<file path="src/rtl/cipher_pkg.sv">
// Shared constants and types for the per-character cipher datapath.
// The ciphertext stream buffer uses the FSM state type and the FIFO entry struct.
package cipher_pkg;

  localparam logic [7:0] NULL_CHAR    = 8'h00;
  localparam logic [1:0] MODE_ENCRYPT = 2'b10;
  localparam logic [7:0] LOWERCASE_A  = 8'h61;
  localparam logic [7:0] LOWERCASE_Z  = 8'h7A;
  localparam int         P_MOD        = 227;

  typedef enum logic [1:0] {
    IDLE    = 2'd0,
    COLLECT = 2'd1,
    FLUSH   = 2'd2
  } ctxt_buf_state_t;

  typedef struct packed {
    logic       last;
    logic [7:0] chr;
  } ctxt_entry_t;

endpackage

</file>
<file path="src/rtl/ctxt_fifo_mem.sv">
// Tagged first-word-fall-through storage for the ciphertext stream buffer.
// Occupancy is tracked by an AW+1-bit count so full/empty never rely on pointer compare.
module ctxt_fifo_mem
  import cipher_pkg::*;
#(
  parameter int DEPTH = 16
) (
  input  logic        clk,
  input  logic        rst_n,
  input  logic        push_req,
  input  ctxt_entry_t push_data,
  input  logic        pop,
  output logic        push_ok,
  output ctxt_entry_t head,
  output logic        empty,
  output logic        full
);

  localparam int AW = $clog2(DEPTH);
  localparam logic [AW:0] FULL_CNT = (AW+1)'(DEPTH);

  ctxt_entry_t       mem_q [DEPTH];
  logic [AW-1:0]     wr_ptr_q, wr_ptr_d;
  logic [AW-1:0]     rd_ptr_q, rd_ptr_d;
  logic [AW:0]       count_q, count_d;

  assign empty   = (count_q == '0);
  assign full    = (count_q == FULL_CNT);
  // A full FIFO still takes a write when the head leaves in the same cycle.
  assign push_ok = push_req && (!full || pop);
  assign head    = mem_q[rd_ptr_q];

  always_comb begin
    wr_ptr_d = wr_ptr_q;
    rd_ptr_d = rd_ptr_q;
    count_d  = count_q;
    if (push_ok) wr_ptr_d = wr_ptr_q + 1'b1;
    if (pop)     rd_ptr_d = rd_ptr_q + 1'b1;
    case ({push_ok, pop})
      2'b10:   count_d = count_q + 1'b1;
      2'b01:   count_d = count_q - 1'b1;
      default: count_d = count_q;
    endcase
  end

  always_ff @(posedge clk or negedge rst_n) begin
    if (!rst_n) begin
      wr_ptr_q <= '0;
      rd_ptr_q <= '0;
      count_q  <= '0;
    end else begin
      wr_ptr_q <= wr_ptr_d;
      rd_ptr_q <= rd_ptr_d;
      count_q  <= count_d;
    end
  end

  always_ff @(posedge clk) begin
    if (push_ok) mem_q[wr_ptr_q] <= push_data;
  end

endmodule

</file>
<file path="src/rtl/ctxt_stream_buffer.sv">
// Frames registered ciphertext chars into messages and streams them out as bytes.
// Tracks per-message length, dropped chars and invalid-plaintext cycles.
module ctxt_stream_buffer
  import cipher_pkg::*;
#(
  parameter int DEPTH = 16,
  parameter int LEN_W = 8
) (
  input  logic             clk,
  input  logic             rst_n,
  input  logic             in_valid,
  input  logic [7:0]       in_char,
  input  logic             in_err,
  input  logic             eom,
  input  logic             out_ready,
  output logic             out_valid,
  output logic [7:0]       out_char,
  output logic             out_last,
  output logic             busy,
  output logic             overflow,
  output logic [LEN_W-1:0] msg_len,
  output logic [LEN_W-1:0] err_count
);

  ctxt_buf_state_t  state_q, state_d;
  logic [LEN_W-1:0] msg_len_q, msg_len_d;
  logic [LEN_W-1:0] err_count_q, err_count_d;
  logic             overflow_q, overflow_d;
  logic             eom_pend_q, eom_pend_d;

  logic        push_req, push_ok, pop, fifo_empty, fifo_full;
  ctxt_entry_t push_data, head;
  logic        eom_eff;

  // eom is a strobe; a blocked end-of-message is remembered until it lands.
  assign eom_eff = eom || eom_pend_q;
  assign pop     = !fifo_empty && out_ready;

  ctxt_fifo_mem #(.DEPTH(DEPTH)) u_fifo (
    .clk       (clk),
    .rst_n     (rst_n),
    .push_req  (push_req),
    .push_data (push_data),
    .pop       (pop),
    .push_ok   (push_ok),
    .head      (head),
    .empty     (fifo_empty),
    .full      (fifo_full)
  );

  always_ff @(posedge clk or negedge rst_n) begin
    if (!rst_n) state_q <= IDLE;
    else        state_q <= state_d;
  end

  always_comb begin
    state_d = state_q;
    case (state_q)
      IDLE:    if (in_valid) state_d = (eom && push_ok) ? FLUSH : COLLECT;
      COLLECT: if (eom_eff && push_ok) state_d = FLUSH;
      FLUSH:   if (pop && head.last) state_d = IDLE;
      default: state_d = IDLE;
    endcase
  end

  always_comb begin
    push_req  = 1'b0;
    push_data = '0;
    case (state_q)
      IDLE: begin
        push_req  = in_valid;
        push_data = '{last: eom, chr: in_char};
      end
      COLLECT: begin
        if (in_valid) begin
          push_req  = 1'b1;
          push_data = '{last: eom_eff, chr: in_char};
        end else if (eom_eff) begin
          push_req  = 1'b1;
          push_data = '{last: 1'b1, chr: NULL_CHAR};
        end
      end
      default: begin
        push_req  = 1'b0;
        push_data = '0;
      end
    endcase
  end

  always_comb begin
    msg_len_d   = msg_len_q;
    err_count_d = err_count_q;
    overflow_d  = overflow_q;
    eom_pend_d  = 1'b0;
    case (state_q)
      IDLE: begin
        if (in_valid) begin
          msg_len_d   = push_ok ? LEN_W'(1) : '0;
          overflow_d  = !push_ok;
          err_count_d = '0;
          eom_pend_d  = eom && !push_ok;
        end
      end
      COLLECT: begin
        if (in_valid) begin
          if (!push_ok)               overflow_d = 1'b1;
          else if (msg_len_q != '1)   msg_len_d  = msg_len_q + 1'b1;
        end
        if (in_err && err_count_q != '1) err_count_d = err_count_q + 1'b1;
        eom_pend_d = eom_eff && !push_ok;
      end
      FLUSH: begin
        if (in_valid) overflow_d = 1'b1;
      end
      default: ;
    endcase
  end

  always_ff @(posedge clk or negedge rst_n) begin
    if (!rst_n) begin
      msg_len_q   <= '0;
      err_count_q <= '0;
      overflow_q  <= 1'b0;
      eom_pend_q  <= 1'b0;
    end else begin
      msg_len_q   <= msg_len_d;
      err_count_q <= err_count_d;
      overflow_q  <= overflow_d;
      eom_pend_q  <= eom_pend_d;
    end
  end

  // Storage is not reset, so the head is masked while the FIFO is empty.
  assign out_valid = !fifo_empty;
  assign out_char  = fifo_empty ? NULL_CHAR : head.chr;
  assign out_last  = !fifo_empty && head.last;
  assign busy      = (state_q != IDLE);
  assign overflow  = overflow_q;
  assign msg_len   = msg_len_q;
  assign err_count = err_count_q;

endmodule

</file>
<file path="config.mk">
export PLATFORM = sky130hd
export DESIGN_NAME = ctxt_stream_buffer
export DESIGN_NICKNAME = d
export VERILOG_FILES = /design/src/rtl/cipher_pkg.sv /design/src/rtl/ctxt_fifo_mem.sv /design/src/rtl/ctxt_stream_buffer.sv
export SDC_FILE = /design/constraint.sdc
export NUM_CORES = 1
export LEC_CHECK = 0
export CELL_PAD_IN_SITES_DETAIL_PLACEMENT = 0
export CELL_PAD_IN_SITES_GLOBAL_PLACEMENT = 1
export CORE_MARGIN = 2
export CORE_UTILIZATION = 30
export CTS_BUF_LIST = sky130_fd_sc_hd__clkbuf_8 sky130_fd_sc_hd__clkbuf_16
export DETAILED_ROUTE_END_ITERATION = 12
export GPL_TIMING_DRIVEN = 0
export PLACE_DENSITY = 0.52
export SLEW_MARGIN = 20
export SYNTH_ARGS = -nofsm -noshare
export SYNTH_HDL_FRONTEND = slang
export SYNTH_SLANG_ARGS = --single-unit
</file>
<file path="constraint.sdc">
create_clock -name clk -period 2.83 [get_ports clk]
set_clock_uncertainty 0.2 [all_clocks]
set_input_delay 0.566 -clock clk [delete_from_list [all_inputs] [get_ports clk]]
set_output_delay 0.566 -clock clk [all_outputs]
set_load 0.03 [all_outputs]
</file>
==> flow_summary.ini <==
[cells_and_area]
fin_util = 0.386
stdcell_count = 909
multi_input_comb_area_um2 = 2640
final_cell_area_um2 = 9760
drive_above_1_share = 0.323
n_fill_cell = 2347
area_growth_syn_to_layout_pct = 26.0
n_antenna_cell = 0
nets = 594
seq_area_um2 = 5150

[critical_path]
critPathArrivalTime_ns = 2.50
critical_path_class = flop to primary output
critPathLaunchType = flop
worstPathMaxFanout = 8
end_kind = primary output
worstPathRequired_ns = 2.06

[logic_synthesis]
ys_warn_count = 0
synthesis.area_um2 = 7740
syn_avg_cell_area_um2 = 16.4
synth-seq-cells = 177
yosysUniqueCellTypes = 54
postSynthCellCount = 471
synthFlopType = edfxtp_1
async_flop_share = 0.186
yosysSeqAreaShare = 0.665
syn-num-nets = 499
synth-edff-count = 144

[floorplanning]
core_um2 = 25300
io_pins = 42
die_area_um2 = 27100
num_rows = 58
die_y_um = 165
start_util = 0.307
die_w_um = 165

[power_and_ir_drop]
max-vdd-ir-drop_v = 0.000401
leakagePower_nw = 3.38
power_density_nw_per_um2 = 1070
total_power_mw = 10.4

[global_routing]
antenna_found_initial = 0
overflow = 0
grt_pass1_wl_um = 27400
grt_pass1_vias = 4546
grt_max_degree = 25
grt_usage = 0.139

[run]
max-cap-violations = 0

[outcome]
outcome = finished, violations left
violations = negative setup slack

[sta]
fin_ws_ns = -0.433
max_freq_ghz = 0.306
period_minus_slack_ns = 3.26
drv_slew = 0
tns_ns = -3.54
period_share = 1.15
max-slew-margin-rel = 0.444
setup_viol = 10
hold_viol_final = 0
whs_ns = 0.345
rsz0062_at_grt = yes
worst_pin_slew_ns = 0.831

[placement]
post-place-cells = 851
gp_congestion = 0.801
dpl-instance-area_um2 = 8670
hpwl_um = 12300
port_buffers = 41
place_ws_ns = -1.16

[drt]
vias = 4422
wire_per_inst_um = 19.5
first_iter_violations = 351
ant_nets = 0
vias_per_cell = 4.86
routed_wl_um = 17700
drc = 0
firstDrtPassIters = 5

[clocking]
cts_sinks = 177
clockBufferDepth = 2
htree_levels = 4
clk_pin_slew_ns = 0.07
cts-root-buf = clkbuf_16
cts-buffers-inserted = 17
clk_latency_ns = 0.42
tritoncts = yes

[hold_path]
hold_path_class = flop to flop
-- cell usage in the layout, fill, tap and decap left out, types with 5 or more instances in the layout --
cell type,count
inv_1,16
buf_2,5
xor2_1,5
nor2_1,22
nand2_1,21
clkdlybuf4s50_1,29
buf_4,32
and2_1,5
buf_6,13
nor2b_4,10
clkbuf_1,6
edfxtp_1,144
a211oi_1,5
a21oi_1,9
clkbuf_16,17
ha_1,11
mux4_2,46
nor2_4,6
nand3_1,5
xnor2_1,13
o21ai_0,14
dfrtp_1,29
inv_8,8
-- cell usage after synthesis (5+ instances only) --
cell type | instances | share of area
a211oi_1 | 5 | 0.0048
a21oi_1 | 11 | 0.0071
a31oi_1 | 6 | 0.0048
and2_1 | 9 | 0.0073
buf_2 | 5 | 0.0032
clkbuf_1 | 8 | 0.0039
dfrtp_1 | 33 | 0.11
edfxtp_1 | 144 | 0.56
ha_1 | 14 | 0.023
inv_1 | 18 | 0.0087
mux4_2 | 46 | 0.13
nand2_1 | 21 | 0.010
nand3_1 | 5 | 0.0032
nor2_1 | 28 | 0.014
nor2b_1 | 17 | 0.014
nor4_1 | 6 | 0.0048
o21ai_0 | 15 | 0.0097
xnor2_1 | 13 | 0.015
xor2_1 | 5 | 0.0057
-- logic make-up after synthesis --
group / after synthesis / share of synthesized area
AO/OA/AOI/OAI: 70 / 0.0625
AND/OR/NAND/NOR: 103 / 0.0672
buffers and inverters: 41 / 0.0258
multiplexers: 48 / 0.137
adder cells (fa/ha/maj): 14 / 0.0226
XOR/XNOR: 18 / 0.0204
flip-flops: 177 / 0.665
-- worst max-delay path: stages (launching register included) --
cell and delay, ns:
dfrtp_2 0.43, buf_12 0.16, buf_12 0.14, mux4_2 0.55, mux4_2 0.47, nor2b_1 0.14, buf_4 0.17
-- layout make-up --
| type | count | share of cell area |
|---|---|---|
| Inverter | 21 | 0.00936 |
| Multi-Input combinational cell | 253 | 0.270 |
| Timing Repair Buffer | 78 | 0.0740 |
| Clock buffer | 17 | 0.0436 |
| Tap cell | 330 | 0.0423 |
| Sequential cell | 177 | 0.528 |
| Clock inverter | 15 | 0.0156 |
| Buffer | 18 | 0.0165 |
-- report_power, final --
group          leakage (nW)  total, mW  internal, mW  switching [mW]
Clock                 0.288       2.29          1.18            1.10
Sequential             1.74       3.54          3.34           0.200
Combinational          1.36       4.60          2.12            2.48
-- final timing paths --
| path | start | to | depth (start not counted) | slack (ns) |
|---|---|---|---|---|
| worst max register to register | u_fifo.count_q[1] | u_fifo.count_q[4] | 11 | -0.01 |
| min in group asynchronous | rst_n | err_count[2] | 2 | 0.35 |
| worst min-delay path | err_count[1] | err_count[1] | 2 | 0.34 |
| worst min register to register | err_count[1] | err_count[1] | 2 | 0.34 |
| worst max-delay path | u_fifo.rd_ptr_q[0] | out_char[4] | 6 | -0.43 |
| max in group asynchronous | rst_n | u_fifo.rd_ptr_q[1] | 3 | 1.65 |
-- flip-flops by register name (all words and copies together) (netlist names) --
name and count:
u_fifo.wr_ptr_q 4, u_fifo.rd_ptr_q 4, err_count 8, eom_pend_q 1
msg_len 8, u_fifo.count_q 5, state_q 2, u_fifo.mem_q 144
overflow 1
-- metal layers --
| layer | routed length (µm) | vias to the layer above | part of all wire | track usage |
|---|---|---|---|---|
| met5 | 0 | - | 0 | 0 |
| met4 | 233 | 0 | 0.013 | 0.0435 |
| met3 | 595 | 13 | 0.034 | 0.0246 |
| met2 | 8370 | 81 | 0.47 | 0.213 |
| met1 | 8490 | 2281 | 0.48 | 0.201 |
| li1 | - | 2047 | - | - |
-- what timing repair did --
action / 4_1_cts / 5_1_grt
setup endpoints to repair: 195 / 273
gates cloned: 1 / 0
gates resized for setup: 124 / 34
buffers inserted: 21 / 5
pin swaps: 11 / 10
hold buffers: 1 / 0
endpoints found under the hold margin: 9 / 0
Power figures use the tool's default switching activity.
